**src/rtl/mac_accumulator_pkg.sv**
```systemverilog
// Shared types and default widths for the MAC accumulation stage.
// Imported by the interface, the adder and the top-level FSM.
package mac_accumulator_pkg;

  localparam int DEF_PROD_W = 32;
  localparam int DEF_ACC_W  = 40;
  localparam int DEF_LEN_W  = 8;

  typedef enum logic [1:0] {
    ST_IDLE  = 2'd0,
    ST_ACCUM = 2'd1,
    ST_DONE  = 2'd2
  } state_t;

endpackage

```
**src/rtl/mac_accumulator_if.sv**
```systemverilog
// Product-in / result-out handshake bundle between the multiplier, the
// accumulator (slave) and the next layer stage (master side drives inputs).
interface mac_accumulator_if
  import mac_accumulator_pkg::*;
#(
  parameter int PROD_W = DEF_PROD_W,
  parameter int ACC_W  = DEF_ACC_W
);

  logic              in_valid;
  logic              in_ready;
  logic [PROD_W-1:0] prod;
  logic              out_valid;
  logic              out_ready;
  logic [ACC_W-1:0]  acc_out;
  logic              ovf;

  modport master (
    output in_valid,
    output prod,
    output out_ready,
    input  in_ready,
    input  out_valid,
    input  acc_out,
    input  ovf
  );

  modport slave (
    input  in_valid,
    input  prod,
    input  out_ready,
    output in_ready,
    output out_valid,
    output acc_out,
    output ovf
  );

endinterface

```
**src/rtl/mac_accumulator_add.sv**
```systemverilog
// Combinational accumulate step: zero-extended product plus accumulator with
// carry out. Saturation to all-ones is enabled by defining MAC_ACC_SAT_EN.
module mac_accumulator_add
  import mac_accumulator_pkg::*;
#(
  parameter int PROD_W = DEF_PROD_W,
  parameter int ACC_W  = DEF_ACC_W
) (
  input  logic [ACC_W-1:0]  i_acc,
  input  logic [PROD_W-1:0] i_prod,
  output logic [ACC_W-1:0]  o_sum,
  output logic              o_carry
);

  logic [ACC_W:0] w_sum_ext;
  logic [ACC_W:0] w_prod_ext;

  assign w_prod_ext = (ACC_W+1)'(i_prod);
  assign w_sum_ext  = {1'b0, i_acc} + w_prod_ext;
  assign o_carry    = w_sum_ext[ACC_W];

`ifdef MAC_ACC_SAT_EN
  // Once clamped, any further nonzero add carries again and stays clamped.
  assign o_sum = o_carry ? {ACC_W{1'b1}} : w_sum_ext[ACC_W-1:0];
`else
  assign o_sum = w_sum_ext[ACC_W-1:0];
`endif

endmodule

```
**src/rtl/mac_accumulator.sv**
```systemverilog
// Dot-product accumulator: sums len products from the multiplier and hands the
// result downstream. Saturating arithmetic is selected by MAC_ACC_SAT_EN.
//
// state    | meaning
// ST_IDLE  | waiting for start; acc holds the previous result
// ST_ACCUM | accepting one product per cycle until len beats are summed
// ST_DONE  | result valid on acc_out until out_ready
module mac_accumulator
  import mac_accumulator_pkg::*;
#(
  parameter int PROD_W = DEF_PROD_W,
  parameter int ACC_W  = DEF_ACC_W,
  parameter int LEN_W  = DEF_LEN_W
) (
  input  logic             clk,
  input  logic             rst_n,
  input  logic             i_start,
  input  logic [LEN_W-1:0] i_len,
  output logic             o_busy,
  mac_accumulator_if.slave bus
);

  state_t           r_state;
  logic [ACC_W-1:0] r_acc;
  logic [LEN_W-1:0] r_cnt;
  logic [LEN_W-1:0] r_len_q;
  logic             r_ovf;
  logic             r_in_ready;
  logic             r_out_valid;
  logic             r_busy;

  logic [ACC_W-1:0] w_sum;
  logic             w_carry;
  logic             w_accept;
  logic             w_last;

  mac_accumulator_add #(
    .PROD_W (PROD_W),
    .ACC_W  (ACC_W)
  ) u_add (
    .i_acc   (r_acc),
    .i_prod  (bus.prod),
    .o_sum   (w_sum),
    .o_carry (w_carry)
  );

  assign w_accept = bus.in_valid & r_in_ready;
  // len_q is never zero in ACCUM, so the subtraction cannot underflow here.
  assign w_last   = (r_cnt == (r_len_q - LEN_W'(1)));

  always_ff @(posedge clk or negedge rst_n) begin
    if (!rst_n) begin
      r_state     <= ST_IDLE;
      r_acc       <= '0;
      r_cnt       <= '0;
      r_len_q     <= '0;
      r_ovf       <= 1'b0;
      r_in_ready  <= 1'b0;
      r_out_valid <= 1'b0;
      r_busy      <= 1'b0;
    end else begin
      case (r_state)
        ST_IDLE: begin
          if (i_start) begin
            r_acc   <= '0;
            r_ovf   <= 1'b0;
            r_cnt   <= '0;
            r_len_q <= i_len;
            r_busy  <= 1'b1;
            if (i_len == '0) begin
              r_state     <= ST_DONE;
              r_out_valid <= 1'b1;
            end else begin
              r_state    <= ST_ACCUM;
              r_in_ready <= 1'b1;
            end
          end
        end

        ST_ACCUM: begin
          if (w_accept) begin
            r_acc <= w_sum;
            r_ovf <= r_ovf | w_carry;
            r_cnt <= r_cnt + LEN_W'(1);
            if (w_last) begin
              r_state     <= ST_DONE;
              r_in_ready  <= 1'b0;
              r_out_valid <= 1'b1;
            end
          end
        end

        ST_DONE: begin
          // A start coinciding with out_ready is dropped; only IDLE samples it.
          if (bus.out_ready) begin
            r_state     <= ST_IDLE;
            r_out_valid <= 1'b0;
            r_busy      <= 1'b0;
          end
        end

        default: begin
          r_state     <= ST_IDLE;
          r_in_ready  <= 1'b0;
          r_out_valid <= 1'b0;
          r_busy      <= 1'b0;
        end
      endcase
    end
  end

  assign bus.in_ready  = r_in_ready;
  assign bus.out_valid = r_out_valid;
  assign bus.acc_out   = r_acc;
  assign bus.ovf       = r_ovf;
  assign o_busy        = r_busy;

endmodule

```
**src/flat_wrapper.sv**
```systemverilog
// flat-port wrapper written by rule: the top's interface ports become plain ports
module mac_accumulator_flat import mac_accumulator_pkg::*;
#(
  parameter int PROD_W = DEF_PROD_W,
  parameter int ACC_W  = DEF_ACC_W,
  parameter int LEN_W  = DEF_LEN_W
)
  (clk, rst_n, i_start, i_len, o_busy, bus_in_valid, bus_prod, bus_out_ready, bus_in_ready, bus_out_valid, bus_acc_out, bus_ovf);
  mac_accumulator_if #(.PROD_W(PROD_W), .ACC_W(ACC_W)) bus_i ();
  input  logic clk;
  input  logic rst_n;
  input  logic i_start;
  input  logic [LEN_W-1:0] i_len;
  output logic o_busy;
  input wire logic [$bits(bus_i.in_valid)-1:0] bus_in_valid;
  input wire logic [$bits(bus_i.prod)-1:0] bus_prod;
  input wire logic [$bits(bus_i.out_ready)-1:0] bus_out_ready;
  output wire logic [$bits(bus_i.in_ready)-1:0] bus_in_ready;
  output wire logic [$bits(bus_i.out_valid)-1:0] bus_out_valid;
  output wire logic [$bits(bus_i.acc_out)-1:0] bus_acc_out;
  output wire logic [$bits(bus_i.ovf)-1:0] bus_ovf;
  assign bus_i.in_valid = bus_in_valid;
  assign bus_i.prod = bus_prod;
  assign bus_i.out_ready = bus_out_ready;
  assign bus_in_ready = bus_i.in_ready;
  assign bus_out_valid = bus_i.out_valid;
  assign bus_acc_out = bus_i.acc_out;
  assign bus_ovf = bus_i.ovf;
  mac_accumulator #(.PROD_W(PROD_W), .ACC_W(ACC_W), .LEN_W(LEN_W)) u_core (.clk(clk), .rst_n(rst_n), .i_start(i_start), .i_len(i_len), .o_busy(o_busy), .bus(bus_i));
endmodule
```
**config.mk**
```make
export PLATFORM = sky130hd
export DESIGN_NAME = mac_accumulator_flat
export DESIGN_NICKNAME = d
export VERILOG_FILES = /design/src/rtl/mac_accumulator_pkg.sv /design/src/rtl/mac_accumulator_if.sv /design/src/rtl/mac_accumulator_add.sv /design/src/rtl/mac_accumulator.sv /design/src/flat_wrapper.sv
export SDC_FILE = /design/constraint.sdc
export NUM_CORES = 1
export LEC_CHECK = 0
export BUFFER_PORTS_ARGS = -buffer_cell sky130_fd_sc_hd__buf_2
export CORE_ASPECT_RATIO = 1.5
export CORE_MARGIN = 5
export CORE_UTILIZATION = 50
export CTS_BUF_LIST = sky130_fd_sc_hd__clkbuf_8
export DETAILED_ROUTE_END_ITERATION = 16
export PLACE_DENSITY = 0.74
export RECOVER_POWER = 100
export SLEW_MARGIN = 10
export SYNTH_ARGS = -nofsm -noshare
export SYNTH_HDL_FRONTEND = slang
export SYNTH_SLANG_ARGS = --single-unit
```
**constraint.sdc**
```tcl
create_clock -name clk -period 8.3 [get_ports clk]
set_input_delay 0.415 -clock clk [delete_from_list [all_inputs] [get_ports clk]]
set_output_delay 0.415 -clock clk [all_outputs]
set_load 0.02 [all_outputs]
```
### After elaboration in Yosys (flattened, before gate mapping)

Index checks and enable logic that the tools add are counted.

| cells by class | value |
|---|---|
| add/sub/neg operators | 3 |
| equal/unequal tests | 9 |
| mux-type cells | 28 |
| bitwise operators | 4 |
| reduce and logical (&&, ||, !) cells | 9 |

Operator list:

| kind | count |
|---|---|
| $mux W40 | 2 |
| $pmux W40 S2 | 1 |
| $add A40 B32 Y41 | 1 |
| $mux W8 | 2 |
| $pmux W8 S2 | 1 |
| $mux W1 | 12 |
| $mux W2 | 5 |
| $reduce_and A5 Y1 | 2 |
| $pmux W1 S3 | 3 |
| $add A8 B1 Y8 const B | 1 |
| $eq A8 B8 Y1 | 1 |
| $logic_not A8 Y1 | 1 |
| $sub A8 B1 Y8 const B | 1 |
| $ne A2 B1 Y1 const B | 3 |
| $ne A2 B2 Y1 const B | 3 |
| $pmux W2 S3 | 1 |
| $reduce_and A3 Y1 | 2 |
| $reduce_and A4 Y1 | 1 |
| $eq A2 B1 Y1 const B | 1 |
| $eq A2 B2 Y1 const B | 1 |
| $logic_not A2 Y1 | 1 |
| $not A1 Y1 | 2 |
| $pmux W1 S2 | 1 |
| $reduce_and A2 Y1 | 1 |
| 3 further kinds | 3 |

| word-level totals | value |
|---|---|
| register bits after elaboration | 62 |
| input port bits | 45 |
| output and inout port bits | 44 |

### Logic depth before layout (Yosys ltp)

Gate-level depths: netlist (run 1).

| logic depth | value |
|---|---|
| depth after elaboration | 5 |
| gate-level depth with buffers | 11 |
| gate-level depth less buffers | 11 |

### By module

Synthesis (run 1) repeated with hierarchy kept, for this count alone.

| second synthesis, totals | value |
|---|---|
| cells, all modules | 571 |
| area total of the unflattened synthesis | 5051.1 um^2 |

Modules (own cells, without submodules):

| module | instances | cells an instance | area each (um^2) |
|---|---|---|---|
| mac_accumulator | 1 | 229 | 2675.1 |
| mac_accumulator_add | 1 | 342 | 2376.0 |

### Worst setup path after synthesis (run 1)

OpenSTA, ideal clock, no wires.

| timing | value |
|---|---|
| kind | register -> register |
| start point | register u_core.r_acc[7], in the netlist u_core.bus.acc_out[7] |
| end point | register u_core.r_acc[36], in the netlist u_core.bus.acc_out[36] |
| arrival time | 2.657 ns |
| required time | 8.168 ns |
| setup slack | 5.511 ns |
| cell stages (with the launch flop) | 11 |
| buffers on the path | 0 |
| clock period less this slack | 2.789 ns |
| path through | dfrtp_1 ha_1 o21ai_1 a221o_1 a21oi_4 o211ai_4 a31o_4 o41a_4 nor4b_4 xnor2_1 nor2_1 |

| between the ends | value |
|---|---|
| longest elaborated chain between the ends | 3 |

RTL lines:

| element | RTL line | text |
|---|---|---|
| from (decl) | mac_accumulator.sv:24 | `logic [ACC_W-1:0] r_acc;` |
| from (signal assigned) | mac_accumulator.sv:82 | `r_acc <= w_sum;` |
| $add A40 B32 Y41 | mac_accumulator_add.sv:19 | `assign w_sum_ext = {1'b0, i_acc} + w_prod_ext;` |
| $mux W40 | mac_accumulator.sv:81 | `if (w_accept) begin` |
| $pmux W40 S2 | mac_accumulator.sv:62 | `case (r_state)` |

Every way passes these cells. The select of a mux whose other input is x is not followed.
A chain may end at the register's enable or synchronous reset.

### Worst setup path after layout (run 1)

| timing | value |
|---|---|
| start point | register u_core.r_state[0] |
| end point | register u_core.r_acc[36], in the netlist u_core.bus.acc_out[36] |

| between the ends | value |
|---|---|
| longest elaborated chain between the ends | 3 |
| elaborated cells between the ends (all ways) | 7 |
| those cells by class | eq/ne (3); mux (1); reduce/logical (3) |

RTL lines:

| element | RTL line | text |
|---|---|---|
| from (decl) | mac_accumulator.sv:23 | `state_t r_state;` |
| from (signal assigned) | mac_accumulator.sv:53 | `r_state <= ST_IDLE;` |
| from (signal assigned) | mac_accumulator.sv:71 | `r_state <= ST_DONE;` |
| from (signal assigned) | mac_accumulator.sv:74 | `r_state <= ST_ACCUM;` |
| $eq A2 B1 Y1 / $logic_not A2 Y1 (equally long branches) | mac_accumulator.sv:62 |  |
| $ne A2 B1 Y1 (no line), or another cell as far along | n/a |  |
| $reduce_and A3 Y1 (no line) | n/a |  |

Parallel ways exist; a longest one is shown, timed or not.

==> results, run 1 <==
- Entering global routing, the biggest net connects 63 pins.
- In the synthesized netlist the async set-or-reset flop fraction comes to 1.00.
- The clock passes through at most 2 buffers.
- The number of vias after detailed routing is 4132.
- The via count of the first global-routing pass is 4125.
- Counting every sink on the clock net gives 62.
- In the post-synthesis netlist, the biggest area contributors are sky130_fd_sc_hd__dfrtp_1 35%, sky130_fd_sc_hd__ha_1 9.5%, sky130_fd_sc_hd__nand2_1 7.3%.
- Measured against its own limit, the worst slew margin works out to -1.25.
- The share of synthesized area occupied by flip-flops and latches is 0.348.
- The final worst clock skew is 0.00800 ns.
- The power after layout is 1.89 mW.
- Of the available clock period, the critical path in the final layout requires 0.436.
- For this run, design rule violations remaining after detail routing come to 0.
- After clock tree synthesis, the clock-pin slew on the worst setup and hold paths is 0.07 ns.
- Among all flip-flop cells after synthesis, the most frequent one is sky130_fd_sc_hd__dfrtp_1.
- At the worst endpoint, the arrival time is 3.80 ns.
- Setup violations remaining at the end of the flow were counted as 0.
- Port buffering added 88 buffers.
- For this run, the detailed router's first-pass iteration total came to 5.
- The CTS tree is done.
- The number of pins with negative max-slew slack in the final report is 63.
- The root buffer cell is sky130_fd_sc_hd__clkbuf_8.
- Counting instances in the post-synthesis netlist gives the leading cell types as 87 x sky130_fd_sc_hd__nand2_1, 62 x sky130_fd_sc_hd__dfrtp_1, 58 x sky130_fd_sc_hd__o21ai_0, 42 x sky130_fd_sc_hd__a21oi_1, 34 x sky130_fd_sc_hd__ha_1.
- The count of nets left with antenna violations once routing finished came out at 0.
- After technology mapping, the gate count stands at 527.
- The die is 87.1 um wide.
- Summing all non-filler instances in the final layout gives an area of 5060 um2.
- Along the worst path, the maximum fanout reaches 27.
- For this block, the initial DRC count from the detailed router was 195.
- Setup slack on the worst reg-to-reg path comes out at 4.68 ns.
- The largest total area in the synthesized netlist belongs to sky130_fd_sc_hd__dfrtp_1.
- The die span in y is 126 um.
- Of the cells placed in the final design, the portion with a size suffix greater than 1 is 0.102.
- The count of warnings emitted by yosys is 0.
- The initial utilization of the core area, before any placement, comes to 0.508.
- The total instance count after detailed placement is 711.
- The checks that failed: capacitance limit, slew limit.
- Of the post-synthesis cell area, the dominant cell type holds 0.348.
- The hold violation count in the final report was 0.
- After legalization and detailed placement, the total HPWL measured 8740 um.
- The number of top-level pins is 89.
- The count of non-filler cells in the finished layout is 726.
- Max-cap violations in this run came to 1.
- After detailed routing, the total wire length is 11400 um.
- The flow ran to the end, but the final reports show violations.
- Data on the critical path is required at its endpoint by 8.49 ns.
- After clock tree synthesis, the setup repair step added 0 buffers.
- For the finished layout, the period the worst path requires is 3.62 ns.
- The level count of the clock H-tree is 3.
- Setup repair after global routing left no endpoint under its margin.
- Among all cell types in the netlist, the one instantiated most often is sky130_fd_sc_hd__nand2_1.
- Buffers inserted during clock tree synthesis total 9.
- In this run the static leakage power is 2.30 nW.
- The area of the core is 8780 um2.
- The worst hold-check path type is primary input to register.
- The measured slew at the worst slew-check pin is 3.38 ns.
- The critical path capture point type is a register.
- The area added between synthesis and finish is 13.5%.
- The clock insertion delay at the later pin of the skew report is 0.35 ns.
- The row count is 42.
- The pre-CTS worst setup slack is 5.32 ns.
- In the final routed layout, each cell accounts on average for 15.6 um.
- Buffers inserted to repair hold after CTS numbered 0.
- The post-detailed-route via-to-cell ratio is 5.69.
- The congestion estimate from routability-driven global placement came to 0.880.
- The number of nets in the finished design is 692.
- The count of flip-flops with a built-in enable after synthesis is 0.
- The combined area of all synthesized cells is 4460 um2.
- Averaged over all synthesized cells, the footprint is 8.46 um2.
- The total inserted antenna cells is 0.
- The number of synthesized register bits is 62.
- The total global-route track usage is 0.215.
- The residual overflow from global routing is 0.
- The fmax is 0.277 GHz.
- The setup path with the least slack is of type register to register.
- Power spread over the standard cell area amounts to 373 nW/um2.
- The first global-routing pass estimated 19000 um of wire.
- The count of cell types in the netlist is 56.
- After routing, the total negative slack on setup checks comes to 0 ns.
- The number of antenna violations at the first check in global routing is 0.
- The full die area is 10900 um2.
- The number of nets in the synthesized netlist is 607.
- In this run, post-CTS repair resized a total of 0 instances.
- The startpoint type of the worst setup path is a register.
- Once routing completed, OpenROAD measured the worst setup slack at 4.68 ns.
- The worst-case IR drop observed on VDD is 0.000177 V.
- The placement-stage cell area is 5000 um2.
-- cell usage in the layout (no fill, tap or decap), types with 6 or more instances in the layout --
| cell | synthesis | final |
|---|---|---|
| sky130_fd_sc_hd__o21a_1 | 9 | 9 |
| sky130_fd_sc_hd__o21ai_0 | 58 | 59 |
| sky130_fd_sc_hd__inv_1 | 14 | 17 |
| sky130_fd_sc_hd__nand4_1 | 9 | 9 |
| sky130_fd_sc_hd__nand3_1 | 13 | 13 |
| sky130_fd_sc_hd__nor4_1 | 7 | 7 |
| sky130_fd_sc_hd__nor2_1 | 33 | 33 |
| sky130_fd_sc_hd__clkbuf_8 | 0 | 11 |
| sky130_fd_sc_hd__xor2_1 | 27 | 27 |
| sky130_fd_sc_hd__o31ai_1 | 6 | 6 |
| sky130_fd_sc_hd__xnor2_1 | 20 | 20 |
| sky130_fd_sc_hd__ha_1 | 34 | 34 |
| sky130_fd_sc_hd__dfrtp_1 | 62 | 62 |
| sky130_fd_sc_hd__a21oi_1 | 42 | 43 |
| sky130_fd_sc_hd__a31oi_1 | 7 | 7 |
| sky130_fd_sc_hd__o21bai_1 | 8 | 8 |
| sky130_fd_sc_hd__clkbuf_1 | 18 | 47 |
| sky130_fd_sc_hd__buf_2 | 0 | 44 |
| sky130_fd_sc_hd__a21o_1 | 9 | 9 |
| sky130_fd_sc_hd__nor3_1 | 8 | 8 |
| sky130_fd_sc_hd__nand2_1 | 87 | 87 |
-- state kept, by name, summed over array words and instances, names as in the netlist --
| register | cells |
|---|---|
| u_core.r_len_q | 8 |
| u_core.bus.ovf | 1 |
| u_core.bus.in_ready | 1 |
| u_core.bus.acc_out | 40 |
| u_core.r_cnt | 8 |
| u_core.o_busy | 1 |
| u_core.bus.out_valid | 1 |
| u_core.r_state | 2 |
-- critical path, stage by stage (launching register included) --
cell                       delay [ns]
sky130_fd_sc_hd__dfrtp_1         0.43
sky130_fd_sc_hd__nor2b_1         0.23
sky130_fd_sc_hd__and2_0          0.15
sky130_fd_sc_hd__clkbuf_1        0.81
sky130_fd_sc_hd__nor2_1          0.54
sky130_fd_sc_hd__clkbuf_1        0.55
sky130_fd_sc_hd__nor4b_1         0.52
sky130_fd_sc_hd__xnor2_1         0.17
sky130_fd_sc_hd__nor2_1          0.06
-- final cells by class --
type                    count  area (um2)
fillers                   864        3710
clock buffers              11         151
well taps                 110         138
clock inverters             4        16.3
inverters                  14        52.6
multi-input cells         433        2750
repair buffers             92         404
flip-flops and latches     62        1550
-- metrics by stage --
stage | util | hold slack, ns
after floorplan | - | 0.119
after global placement | 0.570 | 0.479
after detailed placement | 0.570 | 0.485
after CTS | 0.589 | 0.259
after global routing | 0.577 | 0.279
final | 0.577 | 0.279
-- power breakdown --
part,switching [mW],internal (mW)
Combinational,0.707,0.421
Clock,0.119,0.119
Sequential,0.107,0.415
Total,0.932,0.955
-- cells by family (layout without fill, tap and decap cells) --
kind of cell | count (synthesis) | after routing | synth area share
simple gates | 183 | 183 | 0.192
compound gates | 168 | 168 | 0.241
flops | 62 | 62 | 0.348
xor+xnor | 47 | 47 | 0.0923
fa+ha+maj | 35 | 35 | 0.0999
buf+inv | 32 | 121 | 0.0269
-- worst paths after layout --
path,endpoint,startpoint,cells past startpoint
hold reg to reg,u_core.r_len_q[7],u_core.r_len_q[7],2
setup / recovery,u_core.bus.acc_out[36],u_core.r_state[0],8
hold / removal,u_core.r_len_q[3],i_len[3],3
setup reg to reg,u_core.bus.acc_out[36],u_core.r_state[0],8
min in group asynchronous,u_core.bus.acc_out[13],rst_n,2
max in group asynchronous,u_core.bus.acc_out[16],rst_n,2
-- per-layer routing --
metal | GRT usage | up-vias | wire (um)
li1 | - | 2070 | -
met1 | 0.244 | 1928 | 4420
met2 | 0.385 | 111 | 6000
met3 | 0.0484 | 23 | 701
met4 | 0.0813 | 0 | 245
met5 | 0 | - | 0
Power figures use the tool's default switching activity.
==> run 2: changes to the inputs <==
- clock period: 8.3 -> 3.4 ns (I/O delays scaled with it)
==> results, run 2 (synthesis results as in run 1) <==
- The depth of the worst register-to-register path is 9 (+1).
- The critical path class is register to register.
- In this run the critical register-to-register path is captured at u_core.bus.acc_out[30].
- The required time of the critical path is 3.61 ns (-4.88 ns).
- The total inserted antenna cells is 0 (unchanged).
- The post-detailed-route via-to-cell ratio is 5.76 (+1.1%).
- The checks that failed: capacitance limit, slew limit.
- The critical path capture point type is a register.
- The fmax was 0.319 GHz (+15%).
- The worst-case clock buffer depth is 2 (unchanged).
- The TritonCTS buffer count is 9 (unchanged).
- The worst hold-check path type is primary input to register.
- The clock transition at the registers of the reported paths is 0.07 ns (about the same).
- The maximum VDD drop is 0.000563 V (+220%).
- The final core area utilization came to 0.591 (+0.0138).
- Setup repair after global routing left no endpoint under its margin.
- The hold path startpoint is i_len[3].
- The number of port buffers is 88 (unchanged).
- The cell with the most instances on the worst path is sky130_fd_sc_hd__o21ai_1.
- The area of all sequential standard cells is 1550 um2 (unchanged).
- The total global-route track usage came to 0.227 (+0.0119).
- The half-perimeter wire length after placement is 9160 um (+4.8%).
- The cell count of the worst hold path was 3 (unchanged).
- The violation count after the first detailed-route iteration was 247 (+27%).
- The number of pins with negative max-slew slack in the final report came to 65 (+3.2%).
- The number of buffer and inverter stages on the critical path was 0 (-2).
- The number of resized instances in the post-cts repair step is 0 (unchanged).
- The design area is 5180 um2 (+2.4%).
- The via count of the first global-routing pass is 4377 (+6.1%).
- The data arrival time at the worst-slack endpoint came to 3.35 ns (-0.45 ns).
- The average routed wire per standard cell is 16.3 um (+4.1%).
- The area added between synthesis and finish is 16.2%.
- The sum of negative setup slack is 0 ns (unchanged).
- The starting utilization of the core area is 0.508 (unchanged).
- The hold violation count in the final report is 0 (unchanged).
- The footprint of the multi-input gates is 2760 um2 (+0.55%).
- The row count is 42 (unchanged).
- The full die area is 10900 um2 (unchanged).
- The max-cap check violation count is 2 (+1).
- The area of the core is 8780 um2 (unchanged).
- The sink of the worst hold path is u_core.r_len_q[3].
- The beginning of the worst register-to-register path is u_core.bus.acc_out[7].
- The total setup violations reported at the end of the flow came to 0 (unchanged).
- The final worst clock skew came to 0.00776 ns (-0.000235 ns).
- The number of antenna violations at the first check in global routing was 0 (unchanged).
- The number of top-level pins is 89 (unchanged).
- The measured slew at the worst slew-check pin was 2.30 ns (-1.07 ns).
- Traced cell by cell, the critical path runs through ha_1 > o21ai_1 > a221o_1 > a21oi_1 > o211ai_1 > or3_2 > o311ai_0 > xnor2_1 > o21ai_1.
- The leakage power figure came to 2.36 nW (+2.4%).
- Leaving out fill and tap cells, the most frequent cell in the layout is sky130_fd_sc_hd__nand2_1.
- The total of fill cells in the finished design is 837 (-3.1%).
- The number of nets in the finished design is 695 (+0.43%).
- The clock sink total is 62 (unchanged).
- The setup fix buffers added after clock tree synthesis is 0 (unchanged).
- The slack of the worst reg-to-reg path is 0.26 ns (-4.42 ns).
- The flip-flop count of the largest register after layout is 40 (unchanged).
- The worst setup path is launched from a register.
- The maximum fanout count along the critical path is 7 (-74%).
- The relative max-transition margin was -0.537 (+0.715).
- The length of the first detailed-routing pass in iterations is 4 (-1).
- The die span in y is 126 um (unchanged).
- The fraction of layout cells with a size suffix above 1 came to 0.110 (+0.00740).
- Broken down by cell family, the worst path's largest delay share belongs to compound AO/OA/AOI/OAI gates.
- The CTS tree is done.
- The period utilization is 0.923 (+0.487).
- The placer's final routability congestion estimate is 0.868 (-1.3%).
- The placement-stage cell area came to 5020 um2 (+0.30%).
- The power per cell area is 949 nW/um2 (+150%).
- The global-route wire length before repair is 20000 um (+5.0%).
- The count of antenna-violating nets left after detailed routing is 0 (unchanged).
- The post-detailed-routing wire length is 11900 um (+4.6%).
- The residual overflow from global routing was 0 (unchanged).
- The top cell types in the final layout, fill and taps aside, are 87 x sky130_fd_sc_hd__nand2_1, 62 x sky130_fd_sc_hd__dfrtp_1, 58 x sky130_fd_sc_hd__o21ai_0.
- The clock insertion delay at the later pin of the skew report was 0.36 ns (about the same).
- The number of vias after detailed routing was 4202 (+1.7%).
- The largest stage delay on the critical path is 0.55 ns (-0.26 ns).
- The cell with the largest stage delay on the worst path is sky130_fd_sc_hd__or3_2.
- The number of DRC violations after detailed routing is 0 (unchanged).
- The maximum number of pins on one net before global-route repair is 43 (-32%).
- The root buffer cell is sky130_fd_sc_hd__clkbuf_8.
- The die outline width is 87.1 um (unchanged).
- The level count of the clock H-tree came to 3 (unchanged).
- The minimum clock period was 3.14 ns (-0.479 ns).
- The flow ran to the end, but the final reports show violations.
run 2: worst max path at each step:
stage | end | cells after the start | start | slack (ns)
after global routing | u_core.bus.acc_out[36] | 10 | u_core.bus.acc_out[7] | 0.11
after floorplan | u_core.bus.acc_out[36] | 10 | u_core.bus.acc_out[7] | 0.61
after global placement | u_core.bus.acc_out[36] | 10 | u_core.bus.acc_out[7] | 0.64
after detailed placement | u_core.bus.acc_out[37] | 10 | u_core.bus.acc_out[2] | 0.49
after CTS | u_core.bus.acc_out[37] | 10 | u_core.bus.acc_out[2] | 0.49
final | u_core.bus.acc_out[30] | 9 | u_core.bus.acc_out[7] | 0.26
run 2: layer usage:
layer,wire length [um],vias up,track usage,share of wire
met3,697,26,0.0490,0.059
li1,-,2087,-,-
met4,372,0,0.108,0.031
met2,6290,115,0.407,0.53
met1,4530,1974,0.248,0.38
met5,0,-,0,0
run 2: where the power goes:
part | internal [mW] | switching, mW | leakage [nW]
logic | 1.05 | 1.77 | 1.43
clock network | 0.522 | 0.312 | 0.132
registers | 1.01 | 0.256 | 0.797
run 2: cell type report:
cell class	instances	share of cell area
multi-input cells	433	0.533
flip-flops and latches	62	0.299
inverters	14	0.0101
repair buffers	95	0.0828
clock buffers	11	0.0292
well taps	110	0.0266
clock inverters	5	0.0188
run 2: tightest hold or removal path, delay by kind of cell:
family / cells / cell delay [ns]
buf+inv: 1 / 0.09
simple gates: 2 / 0.10
run 2: metrics by stage:
stage	power, mW	instances	hold WS, ns	setup WS, ns
final	4.92	730	0.0242	0.263
after floorplan	3.39	527	-0.126	0.611
after detailed placement	4.17	713	0.382	0.490
after CTS	5.02	730	0.00834	0.494
after global placement	4.08	713	0.370	0.639
after global routing	5.34	730	0.0241	0.108
run 2: what timing repair did:
item	4_1_cts	5_1_grt
hold buffers	1	0
endpoints found under the hold margin	6	0
setup endpoints to repair	0	0
